File: config.mk
export PLATFORM = sky130hd
export DESIGN_NAME = ibwt_decoder
export DESIGN_NICKNAME = d
export VERILOG_FILES = /design/src/rtl/bwt_pkg.sv /design/src/rtl/ibwt_decoder_lf_calc.sv /design/src/rtl/ibwt_decoder.sv
export SDC_FILE = /design/constraint.sdc
export NUM_CORES = 1
export LEC_CHECK = 0
export BUFFER_PORTS_ARGS = -buffer_cell sky130_fd_sc_hd__buf_2
export CAP_MARGIN = 20
export CORE_ASPECT_RATIO = 0.7
export CORE_UTILIZATION = 54
export CTS_BUF_LIST = sky130_fd_sc_hd__clkbuf_2 sky130_fd_sc_hd__clkbuf_4 sky130_fd_sc_hd__clkbuf_8
export DETAILED_ROUTE_END_ITERATION = 8
export GPL_TIMING_DRIVEN = 0
export PLACE_DENSITY = 0.79
export SYNTH_ARGS = -nofsm -noshare
export SYNTH_HDL_FRONTEND = slang
export SYNTH_HIERARCHICAL = 1
export SYNTH_SLANG_ARGS = --single-unit
File: constraint.sdc
create_clock -name clk -period 7.1 [get_ports clk]
set_input_delay 1.42 -clock clk [delete_from_list [all_inputs] [get_ports clk]]
set_output_delay 1.42 -clock clk [all_outputs]
set_load 0.02 [all_outputs]
File: src/rtl/bwt_pkg.sv
// Shared definitions for the BWT decode/sort blocks: symbol width,
// controller state encoding and index-width helpers.
package bwt_pkg;

    localparam int SYM_W = 8;

    typedef enum logic [2:0] {
        ST_IDLE     = 3'd0,
        ST_LOAD     = 3'd1,
        ST_BUILD_LF = 3'd2,
        ST_WALK     = 3'd3,
        ST_FINISH   = 3'd4
    } state_e;

    // Counter width: one spare bit above the address width so that a
    // count equal to the block length is representable.
    function automatic int idx_width(input int n);
        return $clog2(n) + 1;
    endfunction

    // Address width needed to select one of n table entries.
    function automatic int addr_width(input int n);
        return $clog2(n);
    endfunction

endpackage

File: src/rtl/ibwt_decoder_lf_calc.sv
// Combinational LF-mapping for one position of the last column:
// LF[i] = (#symbols smaller than L[i]) + (#equal symbols before i).
module lf_calc
    import bwt_pkg::*;
#(
    parameter int  STRING_LEN = 8,
    localparam int IW         = idx_width(STRING_LEN),
    localparam int AW         = addr_width(STRING_LEN)
) (
    input  logic [SYM_W-1:0] l [STRING_LEN],
    input  logic [IW-1:0]    i,
    output logic [AW-1:0]    lf
);

    logic [SYM_W-1:0] w_sym;
    logic [AW-1:0]    w_cnt;

    assign w_sym = l[i[AW-1:0]];

    // Sum of less() and rank(); the total is a row index and never
    // exceeds STRING_LEN-1, so the address-width accumulator cannot wrap.
    always_comb begin
        w_cnt = '0;
        for (int j = 0; j < STRING_LEN; j++) begin
            if (l[j] < w_sym) begin
                w_cnt = w_cnt + AW'(1);
            end else if ((j < int'(i)) && (l[j] == w_sym)) begin
                w_cnt = w_cnt + AW'(1);
            end else begin
                w_cnt = w_cnt;
            end
        end
    end

    assign lf = w_cnt;

endmodule

File: src/rtl/ibwt_decoder.sv
// Inverse Burrows-Wheeler transform: captures the last column and the
// primary row, builds the LF table one entry per cycle, then walks the
// LF chain backwards writing the original string from its end.
module ibwt_decoder
    import bwt_pkg::*;
#(
    parameter int STRING_LEN = 8
) (
    input  logic             clk,
    input  logic             rst,
    input  logic             start,
    input  logic [SYM_W-1:0] bwt_in [STRING_LEN],
    input  logic [7:0]       primary_idx,
    output logic [SYM_W-1:0] string_out [STRING_LEN],
    output logic             busy,
    output logic             done,
    output logic             err
);

    localparam int             IW       = idx_width(STRING_LEN);
    localparam int             AW       = addr_width(STRING_LEN);
    localparam logic [IW-1:0]  LAST_IDX = IW'(STRING_LEN - 1);
    localparam logic [7:0]     LEN_B    = 8'(STRING_LEN);

    state_e           r_state;
    logic [SYM_W-1:0] r_l   [STRING_LEN];
    logic [AW-1:0]    r_lf  [STRING_LEN];
    logic [SYM_W-1:0] r_out [STRING_LEN];
    logic [7:0]       r_pidx;
    logic [IW-1:0]    r_i;
    logic [IW-1:0]    r_k;
    logic [AW-1:0]    r_p;
    logic             r_busy;
    logic             r_done;
    logic             r_err;
    logic [AW-1:0]    w_lf;

    lf_calc #(
        .STRING_LEN (STRING_LEN)
    ) u_lf_calc (
        .l  (r_l),
        .i  (r_i),
        .lf (w_lf)
    );

    // Decode controller: all state, tables and outputs are registered here.
    always_ff @(posedge clk) begin
        if (rst) begin
            r_state <= ST_IDLE;
            r_pidx  <= 8'h00;
            r_i     <= '0;
            r_k     <= '0;
            r_p     <= '0;
            r_busy  <= 1'b0;
            r_done  <= 1'b0;
            r_err   <= 1'b0;
            for (int n = 0; n < STRING_LEN; n++) begin
                r_l[n]   <= 8'h00;
                r_lf[n]  <= '0;
                r_out[n] <= 8'h00;
            end
        end else begin
            r_done <= 1'b0;
            case (r_state)
                ST_IDLE: begin
                    if (start) begin
                        // Inputs are frozen here; later changes are ignored.
                        r_l     <= bwt_in;
                        r_pidx  <= primary_idx;
                        r_busy  <= 1'b1;
                        r_err   <= 1'b0;
                        r_state <= ST_LOAD;
                    end else begin
                        r_state <= ST_IDLE;
                    end
                end
                ST_LOAD: begin
                    r_i <= '0;
                    if (r_pidx >= LEN_B) begin
                        // Out-of-range row: report without touching string_out.
                        r_err   <= 1'b1;
                        r_state <= ST_FINISH;
                    end else begin
                        r_state <= ST_BUILD_LF;
                    end
                end
                ST_BUILD_LF: begin
                    r_lf[r_i[AW-1:0]] <= w_lf;
                    if (r_i == LAST_IDX) begin
                        r_p     <= r_pidx[AW-1:0];
                        r_k     <= LAST_IDX;
                        r_state <= ST_WALK;
                    end else begin
                        r_i     <= r_i + IW'(1);
                        r_state <= ST_BUILD_LF;
                    end
                end
                ST_WALK: begin
                    // The walk yields symbols in reverse order, last first.
                    r_out[r_k[AW-1:0]] <= r_l[r_p];
                    r_p                <= r_lf[r_p];
                    r_k                <= r_k - IW'(1);
                    if (r_k == '0) begin
                        r_state <= ST_FINISH;
                    end else begin
                        r_state <= ST_WALK;
                    end
                end
                ST_FINISH: begin
                    r_done  <= 1'b1;
                    r_busy  <= 1'b0;
                    r_state <= ST_IDLE;
                end
                default: begin
                    r_busy  <= 1'b0;
                    r_state <= ST_IDLE;
                end
            endcase
        end
    end

    assign string_out = r_out;
    assign busy       = r_busy;
    assign done       = r_done;
    assign err        = r_err;

endmodule

==> insert_results.sql <==
INSERT INTO impl_metrics (metric_group, metric, value, unit) VALUES
('sta', 'setup_viol', '0', ''),
('setup_path', 'path_common_cell', 'sky130_fd_sc_hd__ha_1', ''),
('cts', 'numCtsBuffers', '17', ''),
('global_routing', 'grt_start_max_net_pins', '19', ''),
('cts', 'root_buffer', 'sky130_fd_sc_hd__clkbuf_8', ''),
('cts', 'worst_skew_pair_latency', '0.48', 'ns'),
('drt', 'drt_pre_antenna_iters', '5', ''),
('setup_path', 'timing.critical_path.from_type', 'register', ''),
('setup_path', 'critical_path_peak_fanout', '10', ''),
('yosys', 'ys.warnings.count', '6', ''),
('yosys', 'ys_dominant_reg_cell', 'sky130_fd_sc_hd__dfxtp_1', ''),
('placement', 'dp.cells', '1369', ''),
('sta', 'timing.clock.skew', '0.0250', 'ns'),
('cts', 'clock_tree.htree_level_count', '4', ''),
('global_routing', 'grt_overflow_total', '0', ''),
('sta', 'final.min_clock_period', '6.82', 'ns'),
('setup_path', 'arrival_time_of_the_worst_setup_path', '7.04', 'ns'),
('setup_path', 'cp_num_buf_inv', '4', ''),
('drt', 'drc_errors', '0', ''),
('run', 'maxCapViolations', '0', ''),
('die', 'row_count', '40', ''),
('yosys', 'syn_inst', '997', ''),
('yosys', 'netlist-cell-type-count', '77', ''),
('power_and_ir_drop', 'p_leak', '4.59', 'nW'),
('placement', 'detailedPlacementHpwl', '20100', 'um'),
('setup_path', 'startpoint', 'r_i[0]', ''),
('yosys', 'synth.top_cells.by_area', 'sky130_fd_sc_hd__dfxtp_1, sky130_fd_sc_hd__ha_1, sky130_fd_sc_hd__edfxtp_1', ''),
('worst_hold_path', 'hold_removal_path_class', 'reg2reg', ''),
('finish', 'area.growth.synth_to_final', '16.9', '%'),
('placement', 'placement.io_buffers', '141', ''),
('setup_path', 'critPathMaxStageDelay', '0.57', 'ns'),
('finish', 'finish.net_count', '1315', ''),
('yosys', 'synth_top_cell_area_share', '32.6', '%'),
('power_and_ir_drop', 'clkPwrFrac', '22.1', '%'),
('setup_path', 'cpLargestDelayFamily', 'adder cells', ''),
('sta', 'report.final.hold_viol_count', '0', ''),
('setup_path', 'worst_ep_required_time', '7.32', 'ns'),
('yosys', 'yosysTopAreaCell', 'sky130_fd_sc_hd__dfxtp_1', ''),
('placement', 'gp_congestion', '0.955', ''),
('sta', 'tightestPinTransition', '0.977', 'ns'),
('setup_path', 'r2r-start', 'r_i[0]', ''),
('setup_path', 'criticalPathCategory', 'reg2reg', ''),
('global_routing', 'initial_antenna_violation_count', '0', ''),
('yosys', 'synth-seq-cells', '180', ''),
('finish', 'antenna_cells', '0', ''),
('global_routing', 'grt_pass1_vias', '7706', ''),
('global_routing', 'all_layer_gr_usage', '29.7', '%'),
('drt', 'post_drt_wl_per_cell', '18.8', 'um'),
('yosys', 'synth_enable_flop_cells', '24', ''),
('drt', 'routed_wl', '26600', 'um'),
('setup_path', 'cp_slowest_cell', 'sky130_fd_sc_hd__mux4_2', ''),
('cts', 'clock-sinks', '180', ''),
('outcome', 'outcome', 'finished, final reports clean', ''),
('yosys', 'synth-async-reset-ratio', '0', '%'),
('power_and_ir_drop', 'power_switching_share', '38.2', '%'),
('die', 'die_height', '114', 'um'),
('sta', 'layout_worst_path_cycle_share', '96.0', '%'),
('power_and_ir_drop', 'power_frac_comb', '42.8', '%'),
('die', 'start_util', '55.6', '%'),
('die', 'ioPinCount', '142', ''),
('worst_hold_path', 'min_from', 'string_out[49]', ''),
('drt', 'routed_via_density', '5.96', ''),
('power_and_ir_drop', 'power_report.internal_total', '1.99', 'mW'),
('cts', 'clock_path_buffers', '2', ''),
('power_and_ir_drop', 'pwr_density_cell', '287', 'nW/um2'),
('finish', 'layout.cells.non_filler', '1412', ''),
('die', 'floorplan.die_area', '18300', 'um2'),
('die', 'core', '17300', 'um2'),
('drt', 'total_number_of_vias', '8412', ''),
('cts', 'cts_stage_hold_buffer_count', '0', ''),
('finish', 'final_cell_mix', 'sky130_fd_sc_hd__nand2_1, sky130_fd_sc_hd__dfxtp_1, sky130_fd_sc_hd__buf_2', '');
## metal layers
layer | wire (um) | GRT usage (%) | vias up
met1 | 13000 | 45.4 | 3989
met2 | 11000 | 42.1 | 344
met3 | 1950 | 5.49 | 55
met5 | 0 | 0 | -
li1 | - | - | 4024
met4 | 561 | 8.74 | 0
## repair_timing
item	in CTS	in global routing
gates cloned	0	0
endpoints found under the setup margin	16	16
gates resized for setup	24	10
setup buffers	2	9
pin swaps	1	3
## power by group through the flow
| stage | logic, mW | clock network [mW] | registers [mW] |
|---|---|---|---|
| final | 1.38 | 0.710 | 1.13 |
| after global routing | 1.52 | 0.761 | 1.13 |
| after floorplan | 0.932 | 0 | 1.13 |
| after CTS | 1.36 | 0.719 | 1.13 |
| after global placement | 1.20 | 0 | 1.15 |
| after detailed placement | 1.23 | 0 | 1.15 |
## sequential cells by signal (all words and copies together) (netlist names), 3 cells and up, named ones only
register	cells
r_k	4
r_state	3
string_out	64
r_i	4
r_l	64
r_lf	24
r_pidx	8
r_p	3
## synth_stat cells (all sizes together), types with 4 or more instances
library cell  instances
nand3b                6
inv                  17
a211oi               10
a221oi                9
mux4                 21
ha                   72
or2                  10
o211ai                6
a22o                 32
o21bai                4
o22ai                10
xnor2                10
nand2b                6
o31ai                 5
a21o                  4
buf                  27
clkbuf               25
a2111oi               4
a221o                 9
o21a                  6
mux2                 17
nor2b                13
mux2i                27
a31oi                 5
nor3                 12
o21ai                34
nor2                 34
and2                 24
nor3b                 4
edfxtp               24
o2bb2ai              16
nand4                13
nand2               184
nand3                 6
a21oi               101
dfxtp               156
## final cells by class
cell class | instances | area, um2 | area share (%)
Timing Repair Buffer | 152 | 788 | 7.03
Clock inverter | 15 | 161 | 1.44
Buffer | 52 | 275 | 2.45
Multi-Input combinational cell | 748 | 5550 | 49.5
Inverter | 17 | 63.8 | 0.569
Sequential cell | 180 | 3850 | 34.3
Tap cell | 231 | 289 | 2.58
Clock buffer | 17 | 234 | 2.09
## per-stage QoR
step / hold slack [ns] / TNS [ns] / instance area, um2 / worst slack, ns / power (mW)
after floorplan: 0.431 / 0 / 9590 / 0.115 / 2.06
after global placement: 0.429 / -20.88 / 10600 / -1.56 / 2.35
after detailed placement: 0.443 / -20.80 / 10600 / -1.57 / 2.38
after CTS: 0.464 / 0 / 11100 / 0.00255 / 3.21
after global routing: 0.489 / -0.0964 / 11200 / -0.0269 / 3.42
final: 0.460 / 0 / 11200 / 0.283 / 3.22
## path summary, 6_finish.rpt
kind / endpoint / slack, ns / depth (start not counted)
worst max-delay path: r_lf[6][2] / 0.28 / 27
worst min-delay path: string_out[49] / 0.46 / 2
worst max register to register: r_lf[6][2] / 0.28 / 27
worst min register to register: string_out[49] / 0.46 / 2
## cell families after synthesis
logic type	Yosys count	synth area share [%]
xor+xnor	15	1.90
simple gates	329	16.5
fa+ha+maj	72	9.39
mux	65	9.78
compound gates	267	19.0
flops	180	40.1
buf+inv	69	3.33
## worst reg2reg max path, stage by stage, from the launching register on
cell and delay (ns):
sky130_fd_sc_hd__dfxtp_2 0.45, sky130_fd_sc_hd__buf_6 0.21, sky130_fd_sc_hd__buf_6 0.21, sky130_fd_sc_hd__mux4_2 0.58, sky130_fd_sc_hd__mux2i_4 0.22, sky130_fd_sc_hd__ha_1 0.28
sky130_fd_sc_hd__nor2b_1 0.13, sky130_fd_sc_hd__o211ai_1 0.25, sky130_fd_sc_hd__a21oi_1 0.12, sky130_fd_sc_hd__o21a_1 0.25, sky130_fd_sc_hd__inv_1 0.10, sky130_fd_sc_hd__ha_1 0.27
sky130_fd_sc_hd__mux2i_4 0.17, sky130_fd_sc_hd__inv_1 0.06, sky130_fd_sc_hd__ha_1 0.30, sky130_fd_sc_hd__xnor2_1 0.16, sky130_fd_sc_hd__a211oi_2 0.28, sky130_fd_sc_hd__ha_1 0.28
sky130_fd_sc_hd__xor3_1 0.38, sky130_fd_sc_hd__o311ai_1 0.30, sky130_fd_sc_hd__ha_1 0.29, sky130_fd_sc_hd__nor2_1 0.14, sky130_fd_sc_hd__nor2_1 0.06, sky130_fd_sc_hd__ha_1 0.20
sky130_fd_sc_hd__nand2_1 0.06, sky130_fd_sc_hd__xnor3_1 0.46, sky130_fd_sc_hd__xnor2_4 0.20, sky130_fd_sc_hd__and2_1 0.18
Power figures use the tool's default switching activity.
